File: src/rtl/rgb_led_sequencer.sv
// rgb_led_sequencer: prescaled OFF/SOLID/BLINK/CYCLE pattern generator, active-low LEDs.
// Ports: clk, rstn, cfg_we, mode, ch_en, duty (RGB_SEQ_PWM_EN only), tick, led_n.
module rgb_led_sequencer #(
  parameter int CHANNELS     = 3,
  parameter int PRESCALE     = 10000,
  parameter int TICKS_PERIOD = 1000,
  parameter int TICKS_ON     = 250
`ifdef RGB_SEQ_PWM_EN
  ,
  parameter int PWM_W        = 8
`endif
) (
  input  logic                clk,
  input  logic                rstn,
  input  logic                cfg_we,
  input  logic [1:0]          mode,
  input  logic [CHANNELS-1:0] ch_en,
`ifdef RGB_SEQ_PWM_EN
  input  logic [PWM_W-1:0]    duty,
`endif
  output logic                tick,
  output logic [CHANNELS-1:0] led_n
);

  localparam int PW = (PRESCALE > 1) ? $clog2(PRESCALE) : 1;
  localparam int HW = (TICKS_PERIOD > 1) ? $clog2(TICKS_PERIOD) : 1;
  localparam int CW = (CHANNELS > 1) ? $clog2(CHANNELS) : 1;

  typedef enum logic [1:0] {
    M_OFF,
    M_SOLID,
    M_BLINK,
    M_CYCLE
  } mode_e;

  logic [PW-1:0]       pre_cnt;
  logic [HW-1:0]       ph_cnt;
  logic [CW-1:0]       ch_idx;
  logic [CW-1:0]       ch_nxt;
  logic [CW-1:0]       cand;
  mode_e               mode_q;
  logic [CHANNELS-1:0] en_q;
  logic [CHANNELS-1:0] lit;
  logic                pre_end;
  logic                ph_end;
  logic                in_on;
  logic                pwm_on;

  assign pre_end = int'(pre_cnt) == PRESCALE - 1;
  assign ph_end  = int'(ph_cnt) == TICKS_PERIOD - 1;
  assign in_on   = int'(ph_cnt) < TICKS_ON;

  // Scan downward so the nearest enabled channel after ch_idx wins;
  // k == CHANNELS is ch_idx itself, so a lone enabled channel stays put.
  always_comb begin
    ch_nxt = ch_idx;
    cand   = '0;
    for (int k = CHANNELS; k >= 1; k--) begin
      cand = CW'((int'(ch_idx) + k) % CHANNELS);
      if (en_q[cand]) ch_nxt = cand;
    end
  end

  for (genvar i = 0; i < CHANNELS; i++) begin : g_lit
    assign lit[i] = pwm_on & en_q[i] &
      ((mode_q == M_SOLID) |
       (in_on & ((mode_q == M_BLINK) |
                 ((mode_q == M_CYCLE) & (ch_idx == CW'(i))))));
  end

  always_ff @(posedge clk or negedge rstn) begin
    if (!rstn) begin
      pre_cnt <= '0;
      ph_cnt  <= '0;
      ch_idx  <= '0;
      mode_q  <= M_OFF;
      en_q    <= '1;
      tick    <= 1'b0;
      led_n   <= '1;
    end else begin
      led_n <= ~lit;
      tick  <= pre_end & ~cfg_we;
      if (cfg_we) begin
        mode_q  <= mode_e'(mode);
        en_q    <= ch_en;
        pre_cnt <= '0;
        ph_cnt  <= '0;
        ch_idx  <= '0;
      end else if (pre_end) begin
        pre_cnt <= '0;
        if (ph_end) begin
          ph_cnt <= '0;
          if (mode_q == M_CYCLE) ch_idx <= ch_nxt;
        end else begin
          ph_cnt <= ph_cnt + 1'b1;
        end
      end else begin
        pre_cnt <= pre_cnt + 1'b1;
      end
    end
  end

`ifdef RGB_SEQ_PWM_EN
  logic [PWM_W-1:0] pwm_cnt;
  logic [PWM_W-1:0] duty_q;

  assign pwm_on = pwm_cnt < duty_q;

  always_ff @(posedge clk or negedge rstn) begin
    if (!rstn) begin
      pwm_cnt <= '0;
      duty_q  <= '1;
    end else begin
      pwm_cnt <= pwm_cnt + 1'b1;
      if (cfg_we) duty_q <= duty;
    end
  end
`else
  assign pwm_on = 1'b1;
`endif

endmodule
File: config.mk
export PLATFORM = sky130hd
export DESIGN_NAME = rgb_led_sequencer
export DESIGN_NICKNAME = d
export VERILOG_FILES = /design/src/rtl/rgb_led_sequencer.sv
export SDC_FILE = /design/constraint.sdc
export NUM_CORES = 1
export LEC_CHECK = 0
export CORE_MARGIN = 5
export CORE_UTILIZATION = 40
export CTS_CLUSTER_DIAMETER = 120
export CTS_CLUSTER_SIZE = 40
export DETAILED_ROUTE_END_ITERATION = 8
export MAX_ROUTING_LAYER = met4
export SLEW_MARGIN = 20
export SYNTH_ARGS = -nofsm -noshare
export SYNTH_HDL_FRONTEND = slang
export SYNTH_SLANG_ARGS = --single-unit
export TNS_END_PERCENT = 20
File: constraint.sdc
create_clock -name clk -period 1.85 [get_ports clk]
set_input_delay 0.185 -clock clk [delete_from_list [all_inputs] [get_ports clk]]
set_output_delay 0.185 -clock clk [all_outputs]
set_load 0.02 [all_outputs]
==> flow_metrics.py <==
metrics = {
    "logic_synthesis": {
        "syn_area_um2": 1880,
        "ys_seq_area_share_pct": 46.9,
        "synth_nets": 203,
        "ys_ff_latch": 35,
        "synth.avg_cell_area_um2": 10.0,
        "async_reset_ff_share_pct": 100,
        "yosys_warnings": 0,
        "synth_cell_types": 40,
        "netlist_instances": 188,
        "synth_edf_count": 0,
        "synthFlopType": "dfrtp_1",
    },
    "setup_path": {
        "worstPathCellList": "ha_2 > nand2_1 > or4_4 > nor2_2 > o2111ai_2 > mux2i_1",
        "worstPathArrival_ns": 1.89,
        "critPathSlowestCell": "or4_4",
        "worst-path-buf-inv": 0,
        "cp_max_fo": 4,
        "startpoint_type": "flip-flop",
        "crit_path_end_kind": "flip-flop",
        "crit_family": "simple AND/OR/NAND/NOR gates",
        "required_ns": 2.00,
        "worst-setup-path-type": "flip-flop to flip-flop",
        "cpPeakStageDelay_ns": 0.52,
    },
    "status": {
        "status": "finished clean",
    },
    "cts": {
        "cts_sinks": 35,
        "clk_pin_slew_ns": 0.07,
        "cts_tree": "yes",
        "htree_levels": 2,
        "cts-buffers-inserted": 5,
        "worstSkewPairLatency_ns": 0.28,
        "root_buffer": "clkbuf_8",
        "cts_max_path_buffers": 2,
    },
    "min_path": {
        "hp-class": "input port to async pin",
    },
    "timing": {
        "min_period_ns": 1.74,
        "worst_pin_slew_ns": 0.599,
        "fin_crit_sh_pct": 94.1,
        "drv_slew": 0,
        "setup_viol": 0,
        "fmax_ghz": 0.574,
        "max-slew-margin-rel_pct": 59.7,
        "hold_viol": 0,
        "hold_ws_ns": 0.310,
        "rsz0062_at_grt": "yes",
        "skew_ns": 0.00635,
    },
    "cells_and_area": {
        "design_area_um2": 2230,
        "antenna_cells": 0,
        "layout-drive-gt1-share_pct": 20.6,
        "fillers": 441,
        "nets": 228,
        "fin_cells": 268,
        "area_delta_synth_final_pct": 18.5,
    },
    "power": {
        "swShare_pct": 23.6,
        "power_density_nw_per_um2": 682,
        "power_frac_seq_pct": 54.0,
        "p_comb_share_pct": 8.8,
        "leakagePower_uw": 0.000950,
        "internal_power_uw": 1160,
        "switchingPower_uw": 359,
        "ir_worst_vdd_uv": 340,
        "pwr-share-clk_pct": 37.2,
        "total_power_uw": 1520,
    },
    "routing": {
        "drcViolationCount": 0,
        "vias_per_cell": 5.10,
        "wl_per_cell_um": 13.3,
        "wirelength_um": 3560,
        "antenna_left": 0,
        "drt-initial-drc-count": 56,
        "via_count": 1368,
        "drt_pass1_iterations": 4,
    },
    "floorplanning": {
        "die_h_um": 78.6,
        "die_x_um": 78.6,
        "num_rows": 25,
        "core_region_area_um2": 4660,
        "die_area_um2": 6180,
        "io_pins": 12,
        "initial_core_util_pct": 40.4,
    },
    "placed_design": {
        "placed_cells": 258,
        "portBuffers": 11,
        "placed_cell_area_um2": 2120,
        "gp_congestion": 0.783,
        "dp_hpwl_um": 2650,
    },
    "grt": {
        "grt-ovfl-total": 0,
        "grt_pass1_wl_um": 6310,
        "antenna_found_initial": 0,
        "grt_pass1_vias": 1369,
        "track_usage_pct": 13.3,
        "grt_max_degree": 36,
    },
    "run": {
        "drv_cap": 0,
    },
}
## layout by cell type, fill, tap and decap left out, drive strengths merged
master         count
nor4b              1
a22oi              1
a311oi             1
nand3              5
nor4               1
dfstp              6
and4               2
a41oi              1
mux2i              2
maj3               1
o31ai              2
dfrtp             29
or3                1
clkdlybuf4s50     11
o21ai              6
buf               12
nand2b             2
and2               1
nand4              6
mux2               4
a31oi              2
nor2              31
nor3b              2
nor3               5
inv               10
xor2               8
a21oi              8
ha                 7
xnor2             12
clkinv             1
nand2             17
nor2b              1
o2111ai            1
and3               5
clkbuf             7
or4                1
a41o               1
## cell type report
cell class              instances  area (um2)  share of cell area, %
flip-flops and latches         35         883                   39.6
clock inverters                 1        5.00                  0.224
multi-input cells             138         952                   42.7
inverters                      10        37.5                   1.68
clock buffers                   7        86.3                   3.87
repair buffers                 23         200                   8.97
well taps                      54        67.6                   3.03
## timing repair
action	CTS	global route
setup buffers	0	2
gates resized for setup	0	3
endpoints found under the setup margin	0	7
hold buffers	0	0
## final timing paths
check                                   to       start  cells after the start  slack, ns
worst max-delay path             ch_idx[0]   ph_cnt[0]                      6       0.11
worst min-delay path            pre_cnt[8]        rstn                      2       0.31
worst max register to register   ch_idx[0]   ph_cnt[0]                      6       0.11
worst min register to register  pre_cnt[0]  pre_cnt[0]                      1       0.45
max in group asynchronous          en_q[1]        rstn                      2       1.20
min in group clk                pre_cnt[0]  pre_cnt[0]                      1       0.45
## per-layer routing
layer  track usage, %  share of wire [%]
met5                -                  0
met2             19.9                 45
met4             4.90                1.8
met3             2.98                3.3
met1             17.6                 50
## per-stage QoR
stage	util (%)	TNS [ns]	setup WS, ns
after floorplan	-	0	0.104
after global placement	45.4	0	0.109
after detailed placement	45.4	0	0.0863
after CTS	47.4	0	0.0722
after global routing	47.9	-0.0124	-0.0124
final	47.9	0	0.109
## synthesized netlist by cell type, drive strengths merged (2+ instances only)
library cell	number	area, um2
a21oi	8	40.0
a31oi	2	12.5
and3	5	32.5
and4	2	17.5
clkbuf	4	15.0
dfrtp	29	726
dfstp	6	158
ha	7	87.6
inv	10	37.5
mux2	4	45.0
mux2i	2	20.0
nand2	17	63.8
nand2b	2	12.5
nand3	5	25.0
nand4	6	43.8
nor2	31	121
nor3	5	30.0
nor3b	2	15.0
o21ai	6	30.0
o31ai	2	15.0
xnor2	12	105
xor2	8	70.1
## state kept, by name, indices dropped and copies added, names as in the netlist
| register | cells |
|---|---|
| led_n | 3 |
| mode_q | 2 |
| ph_cnt | 10 |
| en_q | 3 |
| tick | 1 |
| ch_idx | 2 |
| pre_cnt | 14 |
## power groups by stage
stage                     Sequential (uW)  Clock [uW]  Combinational, uW
after CTS                             821         583                138
final                                 822         566                135
after global routing                  825         619                150
after global placement                835           0                138
after detailed placement              836           0                137
after floorplan                       839           0               60.9
## kinds of logic (layout without fill, tap and decap cells)
logic type | after synthesis | in the layout | share of synthesized area, %
muxes | 6 | 6 | 3.45
and+or+nand+nor | 81 | 81 | 23.2
buffers and inverters | 15 | 41 | 3.05
xor gates and xnor gates | 20 | 20 | 9.30
AOI/OAI and AO/OA | 23 | 23 | 8.90
adders and majority gates | 8 | 8 | 5.18
DFF | 35 | 35 | 46.9
Note: power is estimated with default switching activity, not from simulation.
